`src/rtl/multiplexador_arbitrado_if.sv`:
```
// multiplexador_arbitrado_if: channel inputs, selection controls and output handshake of the arbitrated mux
interface multiplexador_arbitrado_if #(
  parameter int LARGURA = 16,
  parameter int CANAIS = 4,
  parameter int SEL_W = 2
);
  logic [CANAIS*LARGURA-1:0] entradas;
  logic [CANAIS-1:0] valido_entrada;
  logic [CANAIS-1:0] pronto_entrada;
  logic modo;
  logic [SEL_W-1:0] M;
  logic [LARGURA-1:0] resultado;
  logic [SEL_W-1:0] canal_saida;
  logic valido_saida;
  logic pronto_saida;
  modport master (
    output entradas, valido_entrada, modo, M, pronto_saida,
    input pronto_entrada, resultado, canal_saida, valido_saida
  );
  modport slave (
    input entradas, valido_entrada, modo, M, pronto_saida,
    output pronto_entrada, resultado, canal_saida, valido_saida
  );
endinterface

```
`src/rtl/multiplexador_arbitrado.sv`:
```
// multiplexador_arbitrado: N-to-1 registered mux, fixed select or round-robin, valid/ready on every port
module multiplexador_arbitrado #(
  parameter int LARGURA = 16,
  parameter int CANAIS = 4,
  parameter int SEL_W = 2
) (
  input logic clock,
  input logic reset,
  multiplexador_arbitrado_if.slave bus
);
  logic [LARGURA-1:0] resultado_q, resultado_d;
  logic [SEL_W-1:0] canal_q, canal_d, ponteiro_q, ponteiro_d, c, idx;
  logic valido_q, valido_d, livre, tem, grant;
  assign livre = !valido_q || bus.pronto_saida;
  // descending scan so the channel closest to ponteiro wins
  always_comb begin
    tem = 1'b0;
    c = '0;
    idx = '0;
    if (!bus.modo) begin
      tem = (int'(bus.M) < CANAIS) && bus.valido_entrada[bus.M];
      c = bus.M;
    end else begin
      for (int k = CANAIS - 1; k >= 0; k--) begin
        idx = SEL_W'((int'(ponteiro_q) + k) % CANAIS);
        if (bus.valido_entrada[idx]) begin
          tem = 1'b1;
          c = idx;
        end
      end
    end
  end
  assign grant = livre && tem && !reset;
  assign bus.pronto_entrada = grant ? CANAIS'(1) << c : '0;
  always_comb begin
    resultado_d = grant ? bus.entradas[int'(c)*LARGURA +: LARGURA] : resultado_q;
    canal_d = grant ? c : canal_q;
    ponteiro_d = !grant ? ponteiro_q : (int'(c) == CANAIS - 1) ? '0 : c + 1'b1;
    valido_d = livre ? tem : valido_q;
  end
  always_ff @(posedge clock or posedge reset) begin
    if (reset) begin
      resultado_q <= '0;
      canal_q <= '0;
      ponteiro_q <= '0;
      valido_q <= 1'b0;
    end else begin
      resultado_q <= resultado_d;
      canal_q <= canal_d;
      ponteiro_q <= ponteiro_d;
      valido_q <= valido_d;
    end
  end
  assign bus.resultado = resultado_q;
  assign bus.canal_saida = canal_q;
  assign bus.valido_saida = valido_q;
endmodule

```
`src/flat_wrapper.sv`:
```
// flat-port wrapper written by rule: the top's interface ports become plain ports
module multiplexador_arbitrado_flat 
#(
  parameter int LARGURA = 16,
  parameter int CANAIS = 4,
  parameter int SEL_W = 2
)
  (clock, reset, bus_entradas, bus_valido_entrada, bus_modo, bus_M, bus_pronto_saida, bus_pronto_entrada, bus_resultado, bus_canal_saida, bus_valido_saida);
  multiplexador_arbitrado_if #(.LARGURA(LARGURA), .CANAIS(CANAIS), .SEL_W(SEL_W)) bus_i ();
  input logic clock;
  input logic reset;
  input wire logic [$bits(bus_i.entradas)-1:0] bus_entradas;
  input wire logic [$bits(bus_i.valido_entrada)-1:0] bus_valido_entrada;
  input wire logic [$bits(bus_i.modo)-1:0] bus_modo;
  input wire logic [$bits(bus_i.M)-1:0] bus_M;
  input wire logic [$bits(bus_i.pronto_saida)-1:0] bus_pronto_saida;
  output wire logic [$bits(bus_i.pronto_entrada)-1:0] bus_pronto_entrada;
  output wire logic [$bits(bus_i.resultado)-1:0] bus_resultado;
  output wire logic [$bits(bus_i.canal_saida)-1:0] bus_canal_saida;
  output wire logic [$bits(bus_i.valido_saida)-1:0] bus_valido_saida;
  assign bus_i.entradas = bus_entradas;
  assign bus_i.valido_entrada = bus_valido_entrada;
  assign bus_i.modo = bus_modo;
  assign bus_i.M = bus_M;
  assign bus_i.pronto_saida = bus_pronto_saida;
  assign bus_pronto_entrada = bus_i.pronto_entrada;
  assign bus_resultado = bus_i.resultado;
  assign bus_canal_saida = bus_i.canal_saida;
  assign bus_valido_saida = bus_i.valido_saida;
  multiplexador_arbitrado #(.LARGURA(LARGURA), .CANAIS(CANAIS), .SEL_W(SEL_W)) u_core (.clock(clock), .reset(reset), .bus(bus_i));
endmodule
```
`config.mk`:
```
export PLATFORM = sky130hd
export DESIGN_NAME = multiplexador_arbitrado_flat
export DESIGN_NICKNAME = d
export VERILOG_FILES = /design/src/rtl/multiplexador_arbitrado_if.sv /design/src/rtl/multiplexador_arbitrado.sv /design/src/flat_wrapper.sv
export SDC_FILE = /design/constraint.sdc
export NUM_CORES = 1
export LEC_CHECK = 0
export ABC_AREA = 1
export CORE_MARGIN = 2
export CORE_UTILIZATION = 40
export DETAILED_ROUTE_END_ITERATION = 16
export HOLD_SLACK_MARGIN = 0.03
export PLACE_DENSITY = 0.81
export SYNTH_ARGS = -nofsm -noshare
export SYNTH_HDL_FRONTEND = slang
export SYNTH_SLANG_ARGS = --single-unit
```
`constraint.sdc`:
```
create_clock -name clock -period 2.2 [get_ports clock]
set_input_delay 0.44 -clock clock [delete_from_list [all_inputs] [get_ports clock]]
set_output_delay 0.44 -clock clock [all_outputs]
set_load 0.01 [all_outputs]
```
==> Word level (Yosys, flattened, before mapping) <==
Cells that the tools add are included.
{ "totals": {"memories": 0, "inputBits": 74, "latch_bits": 0, "wordCells": 43, "ram_bits": 0, "romBits": 0, "reg_bits": 21} }
{ "op_classes": {"n_eq_ne": 1, "mux": 22, "n_bitwise": 0, "n_reduce_logical": 5, "div": 0, "n_lt_le_gt_ge": 5, "mul": 0, "add_sub_neg": 4, "shifts": 2} }
{ "op_table": {"columns": ["cell", "n"], "rows": [
  ["64-bit by 7-bit variable part select with 16-bit output", 1],
  ["2-bit by 3-bit < comparator with 1-bit output, second input constant", 5],
  ["2-bit two-way mux", 6],
  ["1-bit binary-select mux with 2-bit select", 5],
  ["1-bit two-way mux", 10],
  ["2-bit by 1-bit adder with 2-bit output, second input constant", 2],
  ["2-bit adder, second input constant", 2],
  ["4-bit two-way mux", 1],
  ["1-bit by 2-bit left shift with 4-bit output, first input constant", 1],
  ["2-bit by 1-bit == test with 1-bit output, second input constant", 1],
  ["1-bit logical AND", 2],
  ["1-bit zero test", 2],
  ["1-bit logical OR", 1]
]} }

==> Logic depth before layout (Yosys ltp) <==
{ "logic_depth": {"ltp_word": 11, "ltp_mapped": 16} }

==> Worst setup path after synthesis <==
Ideal clock, no wire load.
{ "synth_timing": {"path_type": "input-to-output", "from": "in reset", "to": "out bus_pronto_entrada[2]", "required_time_ns": 1.760, "path_stages": 6, "slack_ns": 0.064, "path_buffers": 1, "arrival_ns": 1.696, "path_cell_list": "inv_1 nand3_1 buf_4 nor2_1 inv_1 nor2_1"} }
{ "synth_via": {"elab_chain_cells": 3} }
{ "synth_lines": {"columns": ["item", "line_no", "text"], "rows": [
  ["from (decl)", "flat_wrapper.sv:11", "input logic reset;"],
  ["1-bit zero test", "multiplexador_arbitrado.sv:33", "assign grant = livre && tem && !reset;"],
  ["1-bit logical AND", "multiplexador_arbitrado.sv:33", null],
  ["4-bit two-way mux", "multiplexador_arbitrado.sv:34", "assign bus.pronto_entrada = grant ? CANAIS'(1) << c : '0;"],
  ["to (decl)", "flat_wrapper.sv:17", "output wire logic [$bits(bus_i.pronto_entrada)-1:0] bus_pronto_entrada;"]
]} }
No other way between the ends.

==> Final worst setup path <==
{ "layout_timing": {"from": "reg u_core.ponteiro_q[0]", "to": "out bus_pronto_entrada[3]"} }
{ "layout_via": {"elab_chain_cells": 11, "word_cells_on_any_way": 25} }
{ "layout_lines": {"columns": ["item", "line_no", "text"], "rows": [
  ["from (decl)", "multiplexador_arbitrado.sv:12", "logic [SEL_W-1:0] canal_q, canal_d, ponteiro_q, ponteiro_d, c, idx;"],
  ["from (signal assigned)", "multiplexador_arbitrado.sv:50", "ponteiro_q <= ponteiro_d;"],
  ["2-bit adder", "multiplexador_arbitrado.sv:25", "idx = SEL_W'((int'(ponteiro_q) + k) % CANAIS);"],
  ["1-bit binary-select mux with 2-bit select", "multiplexador_arbitrado.sv:26", "if (bus.valido_entrada[idx]) begin"],
  ["1-bit two-way mux (implied by the code)", "multiplexador_arbitrado.sv:26", null],
  ["1-bit two-way mux (4 in series)", "multiplexador_arbitrado.sv:26", null],
  ["1-bit two-way mux", "multiplexador_arbitrado.sv:20", "if (!bus.modo) begin"],
  ["1-bit logical AND (2 in series)", "multiplexador_arbitrado.sv:33", null],
  ["4-bit two-way mux (*)", "multiplexador_arbitrado.sv:34", null]
]} }
Every way passes the cells marked *; elsewhere a longest branch is shown, timed or not. The select of a mux whose other input is x is not followed.

==> impl_metrics.py <==
metrics = {
    "clocking": {
        "insertion_delay_ns": 0.27,
        "hold_buffers": 0,
        "cts_root_buf": "clkbuf_8",
        "cts_tree": "done",
        "cts-htree-levels": 1,
        "clk_pin_slew_ns": 0.09,
        "cts_buffers": 3,
        "clock_sinks": 21,
        "cts_max_path_buffers": 2,
    },
    "worst_setup_path": {
        "crit_buf_inv": 3,
        "crit_family": "simple AND/OR/NAND/NOR gates",
        "crit_path_start_kind": "register",
        "worstPathCellList": "buf_6, nand2_2, o21ai_4, nand2_2, nand2_1, nand2_1, o21ai_1, nand2_1, nand2_2, nand2_4, ha_4, inv_2, nor2_1, buf_2",
        "required_ns": 1.76,
        "worstSetupStartpoint": "u_core.ponteiro_q[0]",
        "crit_path_max_incr_delay_ns": 0.45,
        "worstSetupPathType": "register to output pin",
        "cp_max_fo": 4,
        "end_kind": "output pin",
        "crit_slowest_cell": "dfrtp_2",
        "worstReg2RegStart": "u_core.ponteiro_q[0]",
        "cp_data_arrival_time_ns": 2.19,
    },
    "global_route": {
        "grtUsageTotal_pct": 25.6,
        "grt_pass1_vias": 2400,
        "grt_start_max_net_pins": 23,
        "grt_overflow_total": 0,
        "grt_first_pass_wirelength_um": 10700,
        "antenna_found_initial": 0,
    },
    "drt": {
        "first_pass_iters": 6,
        "vias_per_cell": 5.18,
        "final_antenna_net_count": 0,
        "drtIter0Drc": 178,
        "drc": 0,
        "vias": 2680,
        "routed_wl_um": 7660,
        "wl_per_cell_um": 14.8,
    },
    "synthesis": {
        "syn-num-nets": 403,
        "syn_area_sq_mm": 0.00187,
        "postSynthCellCount": 328,
        "ys_warn_count": 0,
        "syn_area_per_cell_sq_um": 5.70,
        "synth-seq-cells": 21,
        "synth_cell_type_count": 24,
        "synth.yosys.seq_area_share_pct": 28.1,
    },
    "run_status": {
        "violations": "negative setup slack",
        "status": "finished with violations",
    },
    "layout": {
        "diodes": 0,
        "fill_cells": 343,
        "drive_above_1_share_pct": 22.4,
        "finalNonFillerCells": 517,
        "regArea_sq_um": 528,
        "multiInputGateArea_sq_mm": 0.00115,
        "nets": 541,
        "syn2layout_area_growth_pct": 83.0,
    },
    "floorplan": {
        "initial_core_util_pct": 42.1,
        "die-area_sq_mm": 0.00524,
        "core_sq_mm": 0.00444,
        "num_rows": 24,
        "ios": 97,
        "dieHeight_um": 72.4,
        "die_w_um": 72.4,
    },
    "min_path": {
        "hp-class": "register to register",
        "hold_start": "u_core.bus.resultado[0]",
    },
    "timing": {
        "maxClockFrequency_mhz": 380,
        "min_period_ns": 2.63,
        "period_share_pct": 119,
        "rsz0062_at_grt": "true",
        "setup_viol": 25,
        "clock_skew_ns": 0.00753,
        "slew_headroom_pct": 78.5,
        "drv_slew": 0,
        "final.setup.worst_slack_ns": -0.428,
        "hold_violations": 0,
        "worst_pin_slew_ns": 0.321,
    },
    "power": {
        "power_density_mw_per_mm2": 969,
        "leakage_nw": 1.87,
        "worst_ir_drop_vdd_mv": 0.538,
    },
    "place": {
        "io_buffer_count": 96,
        "gp_congestion": 1.00,
        "dp.cells": 490,
        "place_ws_ns": -0.766,
        "dp_hpwl_um": 4620,
    },
    "run": {
        "drv_cap": 0,
    },
}
==> cell usage after synthesis <==
library cell,count,share of area (%)
nand2_1,111,22
inv_1,73,15
nand3_1,67,18
dfrtp_1,21,28
nor2_1,13,2.6
buf_2,5,1.3
buf_4,5,2.0
nand2_2,4,1.3
o21ai_1,4,1.1
or2_0,4,1.3
inv_2,3,0.60
a21oi_1,2,0.54
buf_6,2,1.2
clkbuf_1,2,0.40
nor2_2,2,0.67
o21ai_0,2,0.54
a21oi_2,1,0.47
a31oi_1,1,0.33
and2_1,1,0.33
ha_1,1,0.67
nand4_1,1,0.33
o2111ai_1,1,0.47
or2_2,1,0.33
xnor2_1,1,0.47
==> final cells by class <==
class                   instances  share of cell area [%]
repair buffers                147                    39.4
well taps                      52                    1.90
clock inverters                 1                   0.146
multi-input cells             217                    33.5
clock buffers                   3                    1.21
inverters                      76                    8.48
flip-flops and latches         21                    15.4
==> path summary, 6_finish.rpt <==
kind / endpoint / slack, ns / cells past startpoint
worst min-delay path: u_core.bus.resultado[0] / 0.49 / 2
worst max-delay path: bus_pronto_entrada[3] / -0.43 / 14
worst min register to register: u_core.bus.resultado[0] / 0.49 / 2
min in group asynchronous: u_core.bus.resultado[10] / 0.66 / 3
max in group asynchronous: u_core.ponteiro_q[1] / 1.30 / 3
worst max register to register: u_core.bus.valido_saida / -0.31 / 16
==> worst register-to-register path: stages (launching register included) <==
cell	delay (ns)
dfrtp_2	0.45
buf_6	0.16
o21ai_4	0.21
nor2_2	0.10
nand3_1	0.14
nand2_2	0.09
buf_4	0.13
buf_4	0.12
buf_4	0.13
buf_4	0.12
buf_4	0.13
buf_4	0.12
buf_4	0.12
buf_4	0.12
buf_4	0.12
buf_4	0.12
nand4_1	0.06
==> flip-flops by register name, indices dropped and copies added (netlist names) <==
| name | cells |
|---|---|
| u_core.bus.canal_saida | 2 |
| u_core.bus.resultado | 16 |
| u_core.ponteiro_q | 2 |
| u_core.bus.valido_saida | 1 |
==> report_power, final <==
group / total [mW] / switching, mW / internal, mW
Sequential: 0.709 / 0.139 / 0.571
Clock: 0.265 / 0.138 / 0.126
Combinational: 2.34 / 1.20 / 1.14
==> layer usage <==
| metal | track usage (%) | routed length, um |
|---|---|---|
| met1 | 28.5 | 2680 |
| met2 | 48.2 | 3720 |
| met3 | 6.25 | 855 |
| met4 | 6.79 | 405 |
| met5 | 0 | 0 |
==> layout by cell type, fill, tap and decap left out, types with 2 or more instances in the layout <==
| master | count |
|---|---|
| buf_2 | 4 |
| buf_4 | 45 |
| buf_6 | 5 |
| clkbuf_8 | 3 |
| clkdlybuf4s50_1 | 86 |
| dfrtp_1 | 19 |
| dfrtp_2 | 2 |
| dlygate4sd2_1 | 6 |
| inv_1 | 67 |
| inv_2 | 8 |
| nand2_1 | 102 |
| nand2_2 | 8 |
| nand2_4 | 5 |
| nand3_1 | 61 |
| nand3_2 | 5 |
| nor2_1 | 8 |
| nor2_2 | 5 |
| nor2_4 | 2 |
| o21ai_1 | 3 |
| o21ai_4 | 2 |
| or2_0 | 4 |
==> kinds of logic (layout without fill, tap and decap cells) <==
group                    Yosys count  after routing  synth area share (%)
AND/OR/NAND/NOR                  204            204                  47.2
AO/OA/AOI/OAI                     11             11                  3.41
buffers and inverters             90            227                  20.2
adder cells (fa/ha/maj)            1              1                 0.669
XOR/XNOR                           1              1                 0.468
flip-flops                        21             21                  28.1
==> what timing repair did <==
action	CTS	global route
pin swaps	16	13
gates resized for setup	45	34
buffers inserted	21	2
endpoints found under the setup margin	8	25
==> per-stage QoR <==
| stage | cell area (sq um) | util, % | TNS (ns) | power, mW | hold slack (ns) |
|---|---|---|---|---|---|
| finish | 3420 | 77.0 | -4.39 | 3.32 | 0.485 |
| global route | 3420 | 77.0 | -6.71 | 3.53 | 0.516 |
| CTS | 3270 | 73.5 | -0.594 | 2.96 | 0.485 |
| detailed placement | 3030 | 68.1 | -8.01 | 2.48 | 0.464 |
| global placement | 3030 | 68.1 | -6.38 | 2.45 | 0.461 |
| floorplan | 1870 | - | 0 | 1.69 | 0.425 |
Power figures use the tool's default switching activity.
